$ cat src/rtl/dmem_arbiter_if.sv
// -----------------------------------------------------------------------------
// dmem_arbiter_if
//   One requester port of the data-memory arbiter (CPU LSU or debug loader).
//
//   Handshake: the requester raises req together with we/addr/wdata and holds
//   all four unchanged until it sees gnt=1. The command is taken at the rising
//   clock edge where req & gnt = 1; fields may change only after that edge.
//   gnt is combinational from arbiter state and req. Read responses come back
//   as a single-cycle rvalid pulse with rdata, two edges after acceptance;
//   rdata then holds until the next read response on this port.
//
//   Signals:
//     req    requester -> arbiter  command valid
//     we     requester -> arbiter  1 = write, 0 = read
//     addr   requester -> arbiter  access address (AW bits)
//     wdata  requester -> arbiter  write data (DW bits)
//     lock   requester -> arbiter  exclusive-hold request (DMEM_ARB_LOCK_EN only)
//     gnt    arbiter -> requester  command accept
//     rvalid arbiter -> requester  one-cycle read-data-valid pulse
//     rdata  arbiter -> requester  registered read data
//
//   Optional macro: DMEM_ARB_LOCK_EN adds the lock signal.
// -----------------------------------------------------------------------------
interface dmem_arbiter_if #(
  parameter int AW = 8,
  parameter int DW = 8
);
  logic          req;
  logic          we;
  logic [AW-1:0] addr;
  logic [DW-1:0] wdata;
  logic          gnt;
  logic          rvalid;
  logic [DW-1:0] rdata;
`ifdef DMEM_ARB_LOCK_EN
  logic          lock;

  modport master (output req, we, addr, wdata, lock, input gnt, rvalid, rdata);
  modport slave  (input req, we, addr, wdata, lock, output gnt, rvalid, rdata);
`else
  modport master (output req, we, addr, wdata, input gnt, rvalid, rdata);
  modport slave  (input req, we, addr, wdata, output gnt, rvalid, rdata);
`endif
endinterface

$ cat src/rtl/dmem_arbiter.sv
// -----------------------------------------------------------------------------
// dmem_arbiter
//   Two-port round-robin arbiter and access sequencer in front of a
//   single-port data memory (combinational read, posedge write).
//   Port A is the CPU load/store unit, port B the debug/loader requester.
//
//   Flow: a command accepted at edge E is latched; the cycle after E (ACC)
//   drives the memory controls; at E+1 a write commits in memory and a read
//   is captured into the owner's rdata, with rvalid high the cycle after E+1.
//   A new command can be accepted at E+1, giving one access per cycle.
//
//   Ports:
//     clk, rst_n        clock (rising edge), async active-low reset
//     port_a, port_b    requester interfaces (slave modport)
//     mem_access_addr   memory address (held outside ACC)
//     mem_write_data    memory write data (held outside ACC)
//     mem_write_en      memory write strobe, ACC cycle of a write only
//     mem_read          memory read strobe, ACC cycle of a read only
//     mem_read_data     memory read data
//     o_dbg_state       FSM state (0 = IDLE, 1 = ACC)
//
//   Parameters: AW address width, DW data width, FIRST_PRIO port that wins
//   the first tie after reset (0 = A, 1 = B).
//
//   Optional macro: DMEM_ARB_LOCK_EN. When defined, a port accepted with
//   lock=1 keeps exclusive grant while its lock stays high and the
//   round-robin pointer is frozen.
// -----------------------------------------------------------------------------
module dmem_arbiter #(
  parameter int AW         = 8,
  parameter int DW         = 8,
  parameter bit FIRST_PRIO = 1'b0
) (
  input  logic          clk,
  input  logic          rst_n,
  dmem_arbiter_if.slave port_a,
  dmem_arbiter_if.slave port_b,
  output logic [AW-1:0] mem_access_addr,
  output logic [DW-1:0] mem_write_data,
  output logic          mem_write_en,
  output logic          mem_read,
  input  logic [DW-1:0] mem_read_data,
  output logic          o_dbg_state
);

  typedef enum logic {
    ST_IDLE = 1'b0,
    ST_ACC  = 1'b1
  } state_t;

  state_t        r_state;
  state_t        w_next_state;

  logic          r_rr;        // port that wins a tie: 0 = A, 1 = B
  logic          r_port;      // owner of the latched command
  logic          r_we;
  logic [AW-1:0] r_addr;
  logic [DW-1:0] r_wdata;
  logic          r_a_rvalid;
  logic          r_b_rvalid;
  logic [DW-1:0] r_a_rdata;
  logic [DW-1:0] r_b_rdata;

  logic          w_gnt_a;
  logic          w_gnt_b;
  logic          w_accept;
  logic          w_mem_we;
  logic          w_mem_rd;
  logic          w_locked;    // a lock owner currently holds exclusive grant
  logic          w_lock_port;

  // ---------------------------------------------------------------------------
  // Lock ownership
  // ---------------------------------------------------------------------------
`ifdef DMEM_ARB_LOCK_EN
  logic r_lock_valid;
  logic r_lock_port;

  // Ownership only counts while the owner keeps lock high, so release is
  // visible in the same cycle lock drops.
  assign w_lock_port = r_lock_port;
  assign w_locked    = r_lock_valid & (r_lock_port ? port_b.lock : port_a.lock);

  always_ff @(posedge clk or negedge rst_n) begin
    if (!rst_n) begin
      r_lock_valid <= 1'b0;
      r_lock_port  <= 1'b0;
    end else if (w_accept) begin
      // Ownership is only ever taken on an acceptance.
      r_lock_valid <= w_gnt_b ? port_b.lock : port_a.lock;
      r_lock_port  <= w_gnt_b;
    end else if (!w_locked) begin
      r_lock_valid <= 1'b0;
    end
  end
`else
  assign w_lock_port = 1'b0;
  assign w_locked    = 1'b0;
`endif

  // ---------------------------------------------------------------------------
  // Arbitration: combinational from registered state and req; gnt is held
  // low while reset is asserted.
  // ---------------------------------------------------------------------------
  always_comb begin
    w_gnt_a = 1'b0;
    w_gnt_b = 1'b0;
    if (rst_n) begin
      if (w_locked) begin
        if (w_lock_port) w_gnt_b = port_b.req;
        else             w_gnt_a = port_a.req;
      end else if (port_a.req && port_b.req) begin
        if (r_rr) w_gnt_b = 1'b1;
        else      w_gnt_a = 1'b1;
      end else begin
        w_gnt_a = port_a.req;
        w_gnt_b = port_b.req;
      end
    end
  end

  assign w_accept = w_gnt_a | w_gnt_b;

  // ---------------------------------------------------------------------------
  // Access FSM
  // ---------------------------------------------------------------------------
  always_ff @(posedge clk or negedge rst_n) begin
    if (!rst_n) r_state <= ST_IDLE;
    else        r_state <= w_next_state;
  end

  always_comb begin
    w_next_state = r_state;
    w_mem_we     = 1'b0;
    w_mem_rd     = 1'b0;
    case (r_state)
      ST_IDLE: begin
        if (w_accept) w_next_state = ST_ACC;
      end
      ST_ACC: begin
        w_mem_we     = r_we;
        w_mem_rd     = ~r_we;
        w_next_state = w_accept ? ST_ACC : ST_IDLE;
      end
      default: w_next_state = ST_IDLE;
    endcase
  end

  // ---------------------------------------------------------------------------
  // Command register, round-robin pointer and read return
  // ---------------------------------------------------------------------------
  always_ff @(posedge clk or negedge rst_n) begin
    if (!rst_n) begin
      r_rr       <= FIRST_PRIO;
      r_port     <= 1'b0;
      r_we       <= 1'b0;
      r_addr     <= '0;
      r_wdata    <= '0;
      r_a_rvalid <= 1'b0;
      r_b_rvalid <= 1'b0;
      r_a_rdata  <= '0;
      r_b_rdata  <= '0;
    end else begin
      r_a_rvalid <= w_mem_rd & ~r_port;
      r_b_rvalid <= w_mem_rd & r_port;
      if (w_mem_rd && !r_port) r_a_rdata <= mem_read_data;
      if (w_mem_rd &&  r_port) r_b_rdata <= mem_read_data;
      if (w_accept) begin
        r_port  <= w_gnt_b;
        r_we    <= w_gnt_b ? port_b.we    : port_a.we;
        r_addr  <= w_gnt_b ? port_b.addr  : port_a.addr;
        r_wdata <= w_gnt_b ? port_b.wdata : port_a.wdata;
        // Priority passes to the port that was not served; frozen under lock.
        if (!w_locked) r_rr <= ~w_gnt_b;
      end
    end
  end

  // ---------------------------------------------------------------------------
  // Outputs
  // ---------------------------------------------------------------------------
  assign port_a.gnt    = w_gnt_a;
  assign port_b.gnt    = w_gnt_b;
  assign port_a.rvalid = r_a_rvalid;
  assign port_b.rvalid = r_b_rvalid;
  assign port_a.rdata  = r_a_rdata;
  assign port_b.rdata  = r_b_rdata;

  assign mem_access_addr = r_addr;
  assign mem_write_data  = r_wdata;
  assign mem_write_en    = w_mem_we;
  assign mem_read        = w_mem_rd;
  assign o_dbg_state     = r_state;

endmodule

$ cat src/flat_wrapper.sv
// flat-port wrapper written by rule: the top's interface ports become plain ports
module dmem_arbiter_flat 
#(
  parameter int AW         = 8,
  parameter int DW         = 8,
  parameter bit FIRST_PRIO = 1'b0
)
  (clk, rst_n, mem_access_addr, mem_write_data, mem_write_en, mem_read, mem_read_data, o_dbg_state, port_a_req, port_a_we, port_a_addr, port_a_wdata, port_a_gnt, port_a_rvalid, port_a_rdata, port_b_req, port_b_we, port_b_addr, port_b_wdata, port_b_gnt, port_b_rvalid, port_b_rdata);
  dmem_arbiter_if #(.AW(AW), .DW(DW)) port_a_i ();
  dmem_arbiter_if #(.AW(AW), .DW(DW)) port_b_i ();
  input  logic clk;
  input  logic rst_n;
  output logic [AW-1:0] mem_access_addr;
  output logic [DW-1:0] mem_write_data;
  output logic mem_write_en;
  output logic mem_read;
  input  logic [DW-1:0] mem_read_data;
  output logic o_dbg_state;
  input wire logic [$bits(port_a_i.req)-1:0] port_a_req;
  input wire logic [$bits(port_a_i.we)-1:0] port_a_we;
  input wire logic [$bits(port_a_i.addr)-1:0] port_a_addr;
  input wire logic [$bits(port_a_i.wdata)-1:0] port_a_wdata;
  output wire logic [$bits(port_a_i.gnt)-1:0] port_a_gnt;
  output wire logic [$bits(port_a_i.rvalid)-1:0] port_a_rvalid;
  output wire logic [$bits(port_a_i.rdata)-1:0] port_a_rdata;
  input wire logic [$bits(port_b_i.req)-1:0] port_b_req;
  input wire logic [$bits(port_b_i.we)-1:0] port_b_we;
  input wire logic [$bits(port_b_i.addr)-1:0] port_b_addr;
  input wire logic [$bits(port_b_i.wdata)-1:0] port_b_wdata;
  output wire logic [$bits(port_b_i.gnt)-1:0] port_b_gnt;
  output wire logic [$bits(port_b_i.rvalid)-1:0] port_b_rvalid;
  output wire logic [$bits(port_b_i.rdata)-1:0] port_b_rdata;
  assign port_a_i.req = port_a_req;
  assign port_a_i.we = port_a_we;
  assign port_a_i.addr = port_a_addr;
  assign port_a_i.wdata = port_a_wdata;
  assign port_a_gnt = port_a_i.gnt;
  assign port_a_rvalid = port_a_i.rvalid;
  assign port_a_rdata = port_a_i.rdata;
  assign port_b_i.req = port_b_req;
  assign port_b_i.we = port_b_we;
  assign port_b_i.addr = port_b_addr;
  assign port_b_i.wdata = port_b_wdata;
  assign port_b_gnt = port_b_i.gnt;
  assign port_b_rvalid = port_b_i.rvalid;
  assign port_b_rdata = port_b_i.rdata;
  dmem_arbiter #(.AW(AW), .DW(DW), .FIRST_PRIO(FIRST_PRIO)) u_core (.clk(clk), .rst_n(rst_n), .port_a(port_a_i), .port_b(port_b_i), .mem_access_addr(mem_access_addr), .mem_write_data(mem_write_data), .mem_write_en(mem_write_en), .mem_read(mem_read), .mem_read_data(mem_read_data), .o_dbg_state(o_dbg_state));
endmodule
$ cat config.mk
export PLATFORM = sky130hd
export DESIGN_NAME = dmem_arbiter_flat
export DESIGN_NICKNAME = d
export VERILOG_FILES = /design/src/rtl/dmem_arbiter_if.sv /design/src/rtl/dmem_arbiter.sv /design/src/flat_wrapper.sv
export SDC_FILE = /design/constraint.sdc
export NUM_CORES = 1
export LEC_CHECK = 0
export ABC_AREA = 1
export CELL_PAD_IN_SITES_DETAIL_PLACEMENT = 1
export CELL_PAD_IN_SITES_GLOBAL_PLACEMENT = 1
export CORE_AREA = 4 4 83 85
export CTS_CLUSTER_SIZE = 24
export DETAILED_ROUTE_END_ITERATION = 8
export DIE_AREA = 0 0 87 89
export PLACE_DENSITY = 0.8
export SYNTH_ARGS = -nofsm -noshare
export SYNTH_HDL_FRONTEND = slang
export SYNTH_SLANG_ARGS = --single-unit
$ cat constraint.sdc
create_clock -name clk -period 2.55 [get_ports clk]
set_clock_uncertainty 0.15 [all_clocks]
set_input_delay 0.3825 -clock clk [delete_from_list [all_inputs] [get_ports clk]]
set_output_delay 0.3825 -clock clk [all_outputs]
set_load 0.005 [all_outputs]
==> results of run 1 <==
==> synthesized netlist by cell type <==
| master | number | share of area [%] |
|---|---|---|
| inv_4 | 1 | 0.35 |
| dfrtp_1 | 38 | 53 |
| buf_4 | 3 | 1.3 |
| nand2_4 | 1 | 0.63 |
| o21ai_0 | 1 | 0.28 |
| a21oi_1 | 2 | 0.56 |
| inv_1 | 47 | 9.9 |
| nand2_1 | 70 | 15 |
| nor2_4 | 1 | 0.63 |
| inv_2 | 3 | 0.63 |
| nand2_2 | 4 | 1.4 |
| buf_6 | 3 | 1.9 |
| o21ai_1 | 16 | 4.5 |
| buf_2 | 2 | 0.56 |
| nand3_1 | 34 | 9.5 |
==> worst max-delay path: stages <==
cell,delay (ns)
clkdlybuf4s50_1,0.48
nand2_1,0.12
inv_4,0.09
nand2_4,0.05
inv_2,0.06
clkdlybuf4s50_1,0.50
==> through the flow <==
step	cells	area [µm²]	hold WS, ns	utilization, %
after CTS	392	2830	0.0672	45.6
after detailed placement	384	2690	0.317	43.4
after global routing	392	2830	0.104	45.6
final	392	2830	0.0592	45.6
after global placement	384	2690	0.314	43.4
after floorplan	226	1790	-0.0631	-
==> metal layers <==
metal  vias up  global-route usage, %  wire length (µm)
met5         -                      0                 0
met4         0                   5.95                95
met1       831                   17.5              2150
li1        856                      -                 -
met2        55                   24.5              2650
met3        10                   2.76               338
==> final cells by class <==
| cell class | instances | area share, % |
|---|---|---|
| Sequential cell | 38 | 33.6 |
| Timing Repair Buffer | 89 | 30.9 |
| Inverter | 51 | 6.86 |
| Multi-Input combinational cell | 129 | 20.4 |
| Clock buffer | 5 | 2.43 |
| Tap cell | 77 | 3.41 |
| Clock inverter | 3 | 2.43 |
==> final timing paths <==
check | end | slack [ns] | cells past startpoint
max | port_b_gnt | 0.35 | 6
min | u_core.r_port | 0.06 | 2
max reg2reg | u_core.mem_write_data[6] | 1.24 | 7
min reg2reg | u_core.mem_write_data[2] | 0.34 | 2
max in group asynchronous | u_core.port_a.rdata[5] | 1.85 | 2
min in group clk | u_core.r_rr | 0.31 | 3
==> flip-flops by register name, summed over array words and instances (netlist names) <==
signal / count
u_core.mem_access_addr: 8
u_core.mem_write_data: 8
u_core.o_dbg_state: 1
u_core.port_a.rdata: 8
u_core.port_a.rvalid: 1
u_core.port_b.rdata: 8
u_core.port_b.rvalid: 1
u_core.r_port: 1
u_core.r_rr: 1
u_core.r_we: 1
==> power breakdown <==
group	internal [mW]	total (mW)	switching, mW
combinational	0.369	0.608	0.238
sequential	0.740	0.818	0.0786
clock	0.392	0.618	0.226
==> cells by family after synthesis <==
| logic type | count (synthesis) | share of synthesized area, % |
|---|---|---|
| compound gates | 19 | 5.32 |
| buf+inv | 59 | 14.6 |
| flops | 38 | 53.2 |
| simple gates | 110 | 26.9 |
==> impl_results.md, run 1 <==
* Status: complete, no violations
* Footprint of the multi-input gates at 576 µm²
* Iter 0 DRT Violations at 29
* Most common cell after layout, fill and taps aside: clkdlybuf4s50_1
* Unique masters post-synth at 15
* Fin crit period at ~2.2 ns
* Reg2reg start: u_core.r_rr
* Fin worst setup slack at about 0.35 ns
* Layout area overhead at 58.3%
* DP HPWL at approximately 4000 µm
* Worst setup EP type: primary output
* Grt ovf at 0
* Die W at between 80 and 90 µm
* Power Density at 723 nW/µm²
* RD Place Congestion at between 0.7 and 0.8
* Setup Fix Bufs, Post-CTS at 0
* Antenna viol nets, final at 0
* Final Hold Viols at 0
* Fraction of layout cells with a size suffix above 1 at under 10%
* Worst setup SP type: primary input
* Final Slew Violations at 0
* Post-synth net total at roughly 270
* Register area at roughly 950 µm²
* #FFs+latches synth at 38
* First-pass GRT wire length at between 8000 and 9000 µm
* Crit path DAT at about 1.7 ns
* Largest net degree at the start of global routing at 39
* CTS tree: yes
* Cts-stage hold buffer count at 0
* Hold Path Class: in2async
* Initial DRT Pass Iterations at 4
* Register area share after synthesis at between 50 and 60%
* Relative slew slack at between 60% and 70%
* Final period util at a little under nine tenths
* Dpl ws at about 0.35 ns
* Mapped Cells at around 230
* Leak at about 1.5 nW
* Total Nets Final at 360
* Max Root-Sink Buffers at 2
* FMAX at approximately 0.45 GHz
* Final WL at around 5200 µm
* Antenna violations before repair at 0
* Setup CP Type: in2out
* Critical Path Start: port_b_req
* Input/output buffers at 84
* Cell Area, Synth at 1790 µm²
* Vias in the first global route at between 1500 and 2000
* Ant diodes at 0
* Die ar. at slightly below 8000 µm²
* Highest-count cells in the layout ignoring fill and taps: clkdlybuf4s50_1 (83), nand2_1 (70), inv_1 (47)
* Final TNS setup at 0 ns
* Clk slew on worst S/H paths at around 0.080 ns
* Core Rows at 29
* H-Tree Level Count at 2
* Syn avg cell area at approximately 7.9 µm²
* Via count at approximately 1800
* Worst slew pin tran at 0.495 ns
* Total power at ~2.0 mW
* I/O Pins at 85
* RSZ-0062 raised after global routing: false
* Setup-failing EPs final at 0
* Required @ worst endpoint at around 2 ns
* Max Cap Viol at 0
* Root Buffer: clkbuf_8
* Clock Sinks at 38
* Initial Util at ~29%
* Resize count post-CTS at 0
* Worst Path Max Fanout at 2
* GRT Total Usage at 14.3%
* Residual DRC at 0
* Clock Latency Late Sink at roughly 0.29 ns
* Num CTS Buffers at 5
* Core ar. at ~6200 µm²
* Routed wire per std cell at about 13 µm
* Filler cells at 770
* Synth warn at 0
* VDD IR max at between 300 and 400 µV
* DIE HEIGHT at between 80 and 90 µm
* Vias per Instance at approximately 4.5
Note: power is estimated with default switching activity, not from simulation.
==> run 2: changes to the inputs <==
--- a/config.mk
+++ b/config.mk
@@ -12,6 +12,7 @@
 export CTS_CLUSTER_SIZE = 24
 export DETAILED_ROUTE_END_ITERATION = 8
 export DIE_AREA = 0 0 87 89
+export MAX_ROUTING_LAYER = met4
 export PLACE_DENSITY = 0.8
 export SYNTH_ARGS = -nofsm -noshare
 export SYNTH_HDL_FRONTEND = slang
==> run 2 against run 1 <==
Register-to-register slack hardly changed. Die area is the same. Routed wire length about the same. Cell area stayed put. Critical path depth unchanged. Via count is the same. Largest cell class unchanged. Global-route usage rose by 0.42 points. Flip-flop and latch count did not move. Non-clock buffer count is the same. Total power is essentially flat. Highest routed layer unchanged. First-iteration DRC count decreased by 3.4%. Maximum frequency stayed put.
==> impl_results.md, run 2 (synthesized netlist as in run 1, its figures left out) <==
* Dpl ws at approximately 0.35 ns
* Hold Path Class: in2async
* Final period util at roughly 86%
* I/O Pins at 85
* Cts-stage hold buffer count at 0
* CTS tree: yes
* Setup CP Type: in2out
* Antenna viol nets, final at 0
* Root Buffer: clkbuf_8
* Status: complete, no violations
* Initial Util at approximately 29%
* Highest-count cells in the layout ignoring fill and taps: clkdlybuf4s50_1 (83), nand2_1 (70), inv_1 (47)
* Clock Sinks at 38
* Max Root-Sink Buffers at 2
* Antenna violations before repair at 0
* Fin worst setup slack at around 0.35 ns
* DP HPWL at around 4000 µm
* Register area at 951 µm²
* Final Hold Viols at 0
* Required @ worst endpoint at around 2.0 ns
* Power Density at about 720 nW/µm²
* Vias per Instance at roughly 4.5
* Clk slew on worst S/H paths at roughly 0.08 ns
* Final Slew Violations at 0
* Final WL at approximately 5200 µm
* Fin crit period at around 2.2 ns
* Worst setup SP type: primary input
* Residual DRC at 0
* Die ar. at 7740 µm²
* Max Cap Viol at 0
* Die W at ~87 µm
* Iter 0 DRT Violations at 28
* Ant diodes at 0
* Input/output buffers at 84
* First-pass GRT wire length at about 8600 µm
* Leak at 1.47 nW
* Worst Path Max Fanout at 2
* Layout area overhead at 58.3%
* Initial DRT Pass Iterations at 4
* RSZ-0062 raised after global routing: false
* Worst setup EP type: primary output
* Worst slew pin tran at 0.491 ns
* Grt ovf at 0
* H-Tree Level Count at 2
* RD Place Congestion at between 0.7 and 0.8
* GRT Total Usage at between 10 and 15%
* Footprint of the multi-input gates at 576 µm²
* Clock Latency Late Sink at 0.29 ns
* Relative slew slack at 67.3%
* Routed wire per std cell at roughly 13 µm
* Num CTS Buffers at 5
* Resize count post-CTS at 0
* VDD IR max at a little over 300 µV
* Total Nets Final at 360
* Setup-failing EPs final at 0
* Core ar. at just over 6000 µm²
* Via count at around 1800
* Fraction of layout cells with a size suffix above 1 at 7.62%
* Crit path DAT at 1.67 ns
* Final TNS setup at 0 ns
* Largest net degree at the start of global routing at 39
* Most common cell after layout, fill and taps aside: clkdlybuf4s50_1
* Vias in the first global route at ~1800
* Filler cells at 770
* FMAX at 0.455 GHz
* Core Rows at 29
* Setup Fix Bufs, Post-CTS at 0
* DIE HEIGHT at 89 µm
## run 2: critical path: stages
cell and delay (ns):
clkdlybuf4s50_1 0.48, nand2_1 0.12, inv_4 0.09, nand2_4 0.05, inv_2 0.06, clkdlybuf4s50_1 0.50
## run 2: final cells by class
type / instances / share of cell area, %
flip-flops and latches: 38 / 33.6
clock inverters: 3 / 2.43
multi-input cells: 129 / 20.4
inverters: 51 / 6.86
well taps: 77 / 3.41
repair buffers: 89 / 30.9
clock buffers: 5 / 2.43
## run 2: metal layers
metal	wire, µm	GRT usage [%]	vias up	part of all wire (%)
li1	-	-	856	-
met1	2130	17.3	831	41
met2	2660	24.7	55	51
met3	338	2.76	10	6.5
met4	95	5.95	0	1.8
met5	0	-	-	0
## run 2: worst paths after layout
| check | from | end | cells after the start | slack (ns) |
|---|---|---|---|---|
| worst max-delay path | port_b_req | port_b_gnt | 6 | 0.35 |
| worst min-delay path | rst_n | u_core.r_port | 2 | 0.06 |
| worst max register to register | u_core.r_rr | u_core.mem_write_data[6] | 7 | 1.24 |
| worst min register to register | u_core.mem_write_data[2] | u_core.mem_write_data[2] | 2 | 0.34 |
| max in group asynchronous | rst_n | u_core.port_a.rdata[5] | 2 | 1.86 |
| min in group clk | rst_n | u_core.r_rr | 3 | 0.31 |
## run 2: through the flow
stage | util (%) | area (µm²) | hold WS (ns) | power (mW) | cells
2_1_floorplan | - | 1790 | -0.0631 | 1.03 | 226
3_3_place_gp | 43.4 | 2690 | 0.314 | 1.42 | 384
3_5_place_dp | 43.4 | 2690 | 0.317 | 1.45 | 384
4_1_cts | 45.6 | 2830 | 0.0672 | 2.08 | 392
5_1_grt | 45.6 | 2830 | 0.106 | 2.17 | 392
6_report | 45.6 | 2830 | 0.0569 | 2.04 | 392
## run 2: power by group
group	internal, mW	switching [mW]	total [mW]
Clock	0.392	0.227	0.619
Combinational	0.369	0.238	0.607
Sequential	0.740	0.0786	0.818
Total	1.50	0.543	2.04
